===== src/rtl/axi_lite_pkg.sv =====
// Shared definitions for the AXI4-Lite interconnect: arbiter FSM states and requester-count bounds.
package axi_lite_pkg;

    typedef enum logic [1:0] {
        ARB_IDLE   = 2'd0,
        ARB_OFFER  = 2'd1,
        ARB_LOCKED = 2'd2
    } arb_state_t;

    localparam int N_REQ_MIN = 2;
    localparam int N_REQ_MAX = 16;

endpackage


===== src/rtl/prio_enc_n.sv =====
// Rotating priority encoder: first set request found searching downward from i_start, wrapping at 0.
module prio_enc_n #(
    parameter  int N     = 4,
    localparam int IDX_W = $clog2(N)
) (
    input  logic [N-1:0]     i_req,
    input  logic [IDX_W-1:0] i_start,
    output logic             o_found,
    output logic [IDX_W-1:0] o_idx,
    output logic [N-1:0]     o_onehot
);

    logic [2*N-1:0] w_dbl;

    // The doubled vector lays the wrapped search order out contiguously: masking everything
    // above N+start leaves the highest surviving bit as the first hit of the descending search.
    always_comb begin
        w_dbl = {i_req, i_req};
        for (int j = 0; j < 2*N; j++) begin
            if (j > N + int'(i_start)) begin
                w_dbl[j] = 1'b0;
            end
        end
        o_idx = '0;
        for (int j = 0; j < 2*N; j++) begin
            if (w_dbl[j]) begin
                o_idx = (j >= N) ? IDX_W'(j - N) : IDX_W'(j);
            end
        end
    end

    assign o_found  = |i_req;
    assign o_onehot = o_found ? (N'(1) << o_idx) : '0;

endmodule


===== src/rtl/axi_lite_rr_arbiter.sv =====
// N-way request arbiter with valid/ready offer and release-terminated grant lock.
// Define ARB_ROUND_ROBIN_EN for rotating priority; otherwise the highest index wins. `release` is a
// reserved word, so the transaction-end pulse is named gnt_release.
module axi_lite_rr_arbiter
    import axi_lite_pkg::*;
#(
    parameter  int N_REQ = 4,
    localparam int IDX_W = $clog2(N_REQ)
) (
    input  logic             ACLK,
    input  logic             ARESETN,
    input  logic [N_REQ-1:0] req,
    output logic             gnt_valid,
    input  logic             gnt_ready,
    output logic [IDX_W-1:0] gnt_idx,
    output logic [N_REQ-1:0] gnt_onehot,
    output logic             busy,
    input  logic             gnt_release
);

    localparam logic [IDX_W-1:0] TOP_IDX = IDX_W'(N_REQ - 1);

    arb_state_t       r_state;
    logic             r_gnt_valid;
    logic             r_busy;
    logic [IDX_W-1:0] r_gnt_idx;
    logic [N_REQ-1:0] r_gnt_onehot;

    logic             w_found;
    logic [IDX_W-1:0] w_idx;
    logic [IDX_W-1:0] w_start;
    logic [N_REQ-1:0] w_onehot;

`ifdef ARB_ROUND_ROBIN_EN
    logic [IDX_W-1:0] r_ptr;
    assign w_start = r_ptr;
`else
    assign w_start = TOP_IDX;
`endif

    prio_enc_n #(.N(N_REQ)) u_prio_enc (
        .i_req    (req),
        .i_start  (w_start),
        .o_found  (w_found),
        .o_idx    (w_idx),
        .o_onehot (w_onehot)
    );

    // The winner is captured once in IDLE and frozen until release, so req changes never withdraw an offer.
    always_ff @(posedge ACLK or negedge ARESETN) begin
        if (!ARESETN) begin
            r_state      <= ARB_IDLE;
            r_gnt_valid  <= 1'b0;
            r_busy       <= 1'b0;
            r_gnt_idx    <= '0;
            r_gnt_onehot <= '0;
`ifdef ARB_ROUND_ROBIN_EN
            r_ptr        <= TOP_IDX;
`endif
        end else begin
            case (r_state)
                ARB_IDLE: begin
                    if (w_found) begin
                        r_gnt_idx    <= w_idx;
                        r_gnt_onehot <= w_onehot;
                        r_gnt_valid  <= 1'b1;
                        r_state      <= ARB_OFFER;
                    end
                end
                ARB_OFFER: begin
                    if (gnt_ready) begin
                        r_gnt_valid <= 1'b0;
                        r_busy      <= 1'b1;
                        r_state     <= ARB_LOCKED;
                    end
                end
                ARB_LOCKED: begin
                    if (gnt_release) begin
                        r_busy       <= 1'b0;
                        r_gnt_onehot <= '0;
                        r_state      <= ARB_IDLE;
`ifdef ARB_ROUND_ROBIN_EN
                        r_ptr        <= (r_gnt_idx == '0) ? TOP_IDX : r_gnt_idx - 1'b1;
`endif
                    end
                end
                default: begin
                    r_state <= ARB_IDLE;
                end
            endcase
        end
    end

    assign gnt_valid  = r_gnt_valid;
    assign gnt_idx    = r_gnt_idx;
    assign gnt_onehot = r_gnt_onehot;
    assign busy       = r_busy;

endmodule


===== config.mk =====
export PLATFORM = sky130hd
export DESIGN_NAME = axi_lite_rr_arbiter
export DESIGN_NICKNAME = d
export VERILOG_FILES = /design/src/rtl/axi_lite_pkg.sv /design/src/rtl/prio_enc_n.sv /design/src/rtl/axi_lite_rr_arbiter.sv
export SDC_FILE = /design/constraint.sdc
export NUM_CORES = 1
export LEC_CHECK = 0
export ABC_AREA = 1
export CAP_MARGIN = 40
export CORE_AREA = 2 2 39 41
export CTS_CLUSTER_DIAMETER = 150
export DETAILED_ROUTE_END_ITERATION = 6
export DIE_AREA = 0 0 41 43
export PLACE_DENSITY = 0.73
export SLEW_MARGIN = 20
export SYNTH_ARGS = -nofsm -noshare
export SYNTH_HDL_FRONTEND = slang
export SYNTH_HIERARCHICAL = 1
export SYNTH_SLANG_ARGS = --single-unit

===== constraint.sdc =====
create_clock -name ACLK -period 2.9 [get_ports ACLK]
set_clock_uncertainty 0.2 [all_clocks]
set_input_delay 0.58 -clock ACLK [delete_from_list [all_inputs] [get_ports ACLK]]
set_output_delay 0.58 -clock ACLK [all_outputs]
set_load 0.01 [all_outputs]

After elaboration in Yosys (flattened, before gate mapping)
Cells that the tools add are included.

storage, ports and cells
  word-level logic and storage cells = 37
  output and inout bits = 8
  register bits = 10
  input bits = 8

cells by class
  equality and inequality tests = 5
  mux-type cells = 16
  reductions and logical operators = 10
  shift operators = 1

operators with widths
  cell                                                 number
  AND reduction 3 bit                                  4
  two-way mux 2 bit                                    5
  two-way mux 4 bit                                    2
  case mux 4 bit (2 select lines)                      1
  case mux 2 bit (3 select lines)                      1
  nonzero test 2 bit                                   3
  two-way mux 1 bit                                    5
  != test 2 bit, second input constant                 2
  case mux 1 bit (2 select lines)                      2
  OR reduction 4 bit                                   1
  left shift 1 x 2 -> 4 bit, first input constant      1
  equality test 2 x 1 -> 1 bit, second input constant  1
  equality test 2 bit, second input constant           1
  zero test 2 bit                                      1
  != test 2 x 1 -> 1 bit, second input constant        1
  AND reduction 2 bit                                  1

Longest topological paths before layout
  depth in word-level cells = 6
  gate-level depth with buffers = 10
  depth with buffers taken out = 10

Cells and area by module
The synthesis kept the hierarchy.

by module, submodules not included
  module               cells an instance  instances  seq. area each (um2)  area an instance (um2)
  axi_lite_rr_arbiter  46                 1          250.2                 412.9
  prio_enc_n           26                 1          0.0                   132.6

Least setup slack after synthesis
No wires, ideal clock.

  path kind = input to register
  start = input port req[2]
  end = register r_gnt_onehot[0], in the netlist gnt_onehot[0]
  path buffers = 0
  stages = 7
  arrival time = 1.157 ns
  required time = 2.635 ns
  setup slack = 1.478 ns
  cells stage by stage = nor2_2 nor2_1 a21oi_2 nand2_1 nor2_1 nand2_1 nand2_1

on the way
  longest elaborated chain between the ends = 5
  elaborated cells on any way between the ends = 8
  classes of those cells = eq/ne (1); shift (1); mux (4); reduce/logical (2)

RTL lines
  element                          line                       text
  start, declared                  axi_lite_rr_arbiter.sv:12  input logic [N_REQ-1:0] req,
  two-way mux 2 bit (2 in a row)   prio_enc_n.sv:26           if (w_dbl[j]) begin
  left shift 1 x 2 -> 4 bit        prio_enc_n.sv:33           assign o_onehot = o_found ? (N'(1) << o_idx) : '0;
  named net w_onehot[0]            axi_lite_rr_arbiter.sv:32  logic [N_REQ-1:0] w_onehot;
  two-way mux 4 bit                axi_lite_rr_arbiter.sv:63  if (w_found) begin
  case mux 4 bit (2 select lines)  axi_lite_rr_arbiter.sv:61  case (r_state)
  end signal, assigned             axi_lite_rr_arbiter.sv:65  r_gnt_onehot <= w_onehot;
  end, declared                    axi_lite_rr_arbiter.sv:27  logic [N_REQ-1:0] r_gnt_onehot;

The timed path passes the listed nets, and every way through them passes these cells. The select of a mux whose other input is x is not followed.
A chain may end at the register's enable or synchronous reset.

Worst setup path in the final report
  start = register r_gnt_idx[1], in the netlist gnt_idx[1]
  end = output port gnt_idx[1]

RTL lines
  element                 line                       text
  start, declared         axi_lite_rr_arbiter.sv:26  logic [IDX_W-1:0] r_gnt_idx;
  start signal, assigned  axi_lite_rr_arbiter.sv:64  r_gnt_idx <= w_idx;
  end, declared           axi_lite_rr_arbiter.sv:15  output logic [IDX_W-1:0] gnt_idx,

No word-level cell between the ends.

==> results.md <==
Clocking:
- The number of buffers created by CTS is 3.
- The count of clock tree sinks is 10.
- The clock input transition at the sequential cells of the worst setup and hold paths is 70 ps.
- TritonCTS built the clock tree.
- The number of gates resized after CTS was 0.
- The clock latency reported for the late side of the worst-skew pair is 270 ps.
- CTS placed an instance of sky130_fd_sc_hd__clkbuf_4 at the clock tree root.
- The maximum level of the CTS H-tree is 1.
- Buffers added to address setup during post-CTS repair amount to 0.
- The longest clock path from root to sink contains 2 buffers.
- Buffers inserted to repair hold after CTS numbered 0.

Detailed routing:
- The first routing iteration left 4 violations.
- The final antenna-violating net count is 0.
- The wire length per cell is 9.117 um.
- Dividing the detail-routed via count by the number of cells gives 4.541.
- The routed wire length is 1012 um.
- The iteration count of the initial detailed-routing pass is 4.
- After detailed routing, the number of remaining DRC violations is 0.
- Across all layers, the routed design uses 504 vias.

STA:
- The slack of the critical path is 953.4 ps.
- In the finished design, the share of the clock period the worst path needs comes to 67.12%.
- For this run, the top clock speed supported by timing is 513.7 MHz.
- Setup violations remaining at the end of the flow were counted as 0.
- The number of hold violations in the final report is 0.
- Subtracting the final worst setup slack from the clock period gives 1947 ps.
- After routing, the total negative slack on setup checks comes to 0 ps.
- The final count of pins violating max slew is 0.
- Setup repair after global routing left no endpoint under its margin.

Power:
- In this run the static leakage power is 0.4020 nW.
- The clock network is responsible for 18.9% of the overall power.
- VDD sags by at most 0.2943 mV.
- Sequential cells account for 36.7% of the total power.
- In this run, the combinational gates consume 44.5% of the power.
- The internal power consumption is 0.0004188 W.
- The net switching power figure is 0.0002402 W.
- The power per standard cell area is 859.1 nW/um2.
- Net switching is 36.45% of the power.

Critical path:
- STA classifies the critical path endpoint as a primary output.
- In this design, the largest share of critical-path delay is due to buffers and inverters.
- For this run, the slowest stage of the critical path takes 540 ps.
- The biggest fanout along the worst timing path is 2.
- The critical path data arrival time is 1170 ps.
- The startpoint kind of the worst setup timing path is a flip-flop.
- The critical setup path kind is flip-flop to primary output.
- The number of buffers and inverters on the critical path is 1.
- The slowest stage of the critical path is the sky130_fd_sc_hd__clkdlybuf4s50_1 cell.
- STA puts the critical path data required time at 2120 ps.
- The critical path goes through clkdlybuf4s50_1.

GRT:
- Global routing finished with a remaining overflow of 0.
- The global-route usage over all layers is 15.33%.
- The number of global-route vias before repair came to 446.
- The pin count of the biggest net entering global routing is 11.
- The first global-routing pass estimated 1773 um of wire.
- The number of antenna violations at the first check in global routing is 0.

Hold path:
- The min-delay analysis places its worst path in the category flip-flop to flip-flop.

Layout:
- The final instance area is 767.0 um2.
- The sequential cell area is 250.2 um2.
- The multi-input combinational cells in the finished layout cover a total of 280.3 um2.
- In the layout the commonest cells are 29 x sky130_fd_sc_hd__nand2_1, 15 x sky130_fd_sc_hd__clkdlybuf4s50_1, 10 x sky130_fd_sc_hd__dfrtp_1.
- The final layout contains 104 nets.
- The library cell used most frequently in the layout, excluding fill and tap cells, is sky130_fd_sc_hd__nand2_1.
- The number of antenna cells inserted is 0.
- The number of fill cells is 144.
- The area growth from synthesis to layout is 40.60%.
- The fraction of layout cells with a size suffix above 1 is 16.84%.

Synthesis:
- The cell area after synthesis is 545.5 um2.
- During synthesis, Yosys emitted a total of 6 warnings.
- The average instance in the mapped netlist occupies 7.577 um2.
- Counting every instance in the synthesized netlist gives 72.
- In this run, synthesis produced a sequential element count of 10.
- After synthesis, the netlist uses 16 different library cells.
- Summing the sequential cell areas from Yosys gives 45.87% of the chip area.

Die:
- The initialized floorplan defines 14 standard-cell rows.
- The horizontal die dimension is 41 um.
- From bottom edge to top edge, the die measures 43 um.
- The full die area is 1763 um2.
- For this configuration, the core starts out at a cell density of 39.42%.
- During I/O placement, the number of pins put on the boundary was 16.
- In this run the standard cell core region covers 1384 um2.

Placement:
- The placed wire-length estimate is 825.4 um.
- The worst slack at placement is 876.2 ps.
- The post-place instance area is 730.7 um2.
- At the end of routability-driven placement, the weighted congestion stood at 0.7694.
- The number of port buffers is 15.

Flow run:
- The max capacitance violation total is 0.

Run status:
- The run finished with clean final reports.
## layout make-up
cell class,count,share of cell area [%]
multi-input cells,58,36.54
well taps,16,2.610
clock buffers,4,4.731
flip-flops and latches,10,32.63
inverters,8,3.915
repair buffers,15,19.58
## through the flow
step	std cells	utilization (%)	power, W	hold WS [ps]
finish	111	55.43	0.0006589	268.0
global route	111	55.43	0.0007199	304.4
CTS	111	55.43	0.0006714	275.2
detailed placement	107	52.80	0.0005445	258.6
global placement	107	52.80	0.0005340	255.5
floorplan	76	-	0.0004045	84.41
## Yosys cell counts (all sizes together)
| library cell | number | area share, % |
|---|---|---|
| nand4 | 1 | 1.1 |
| nand2 | 33 | 25 |
| a21oi | 2 | 2.5 |
| conb | 1 | 0.69 |
| nand3 | 7 | 8.3 |
| inv | 8 | 5.5 |
| dfrtp | 10 | 46 |
| o21ai | 3 | 4.8 |
| nor2 | 7 | 6.7 |
## layer usage
metal | track usage [%] | wire length, um
met2 | 22.19 | 485
met1 | 18.67 | 432
met5 | 0 | 0
met4 | 14.00 | 40
met3 | 1.571 | 53
## sequential cells by signal, summed over array words and instances (netlist names)
register and flops:
busy 1, r_state 2, gnt_valid 1, gnt_idx 2, gnt_onehot 4
## worst paths after layout
| path | start | end | slack, ps | cells after the start |
|---|---|---|---|---|
| min in group asynchronous | ARESETN | r_state[1] | 420 | 1 |
| worst min-delay path | gnt_valid | gnt_valid | 270 | 2 |
| worst max-delay path | gnt_idx[1] | gnt_idx[1] | 950 | 1 |
| worst min register to register | gnt_valid | gnt_valid | 270 | 2 |
| worst max register to register | r_state[1] | gnt_onehot[2] | 1760 | 4 |
| max in group asynchronous | ARESETN | gnt_valid | 1780 | 1 |
## power groups by stage
stage | Combinational [W] | Clock, W | Sequential (W)
after floorplan | 0.000143 | 0 | 0.000262
after global placement | 0.000293 | 0 | 0.000241
after detailed placement | 0.000300 | 0 | 0.000244
after CTS | 0.000301 | 0.000128 | 0.000242
after global routing | 0.000333 | 0.000136 | 0.000251
final | 0.000293 | 0.000124 | 0.000242
## worst register-to-register path, delay by kind of cell, from the launching register on
family / cells / cell delay [ps]
AND/OR/NAND/NOR: 4 / 400
flip-flops: 1 / 430
## logic make-up (layout without fill, tap and decap cells)
| logic type | Yosys count | after routing | share of synthesized area, % |
|---|---|---|---|
| flops | 10 | 10 | 45.87 |
| compound gates | 5 | 5 | 7.340 |
| simple gates | 48 | 48 | 40.60 |
| other cells | 1 | 5 | 0.6874 |
| buf+inv | 8 | 27 | 5.505 |
Note: power is estimated with default switching activity, not from simulation.
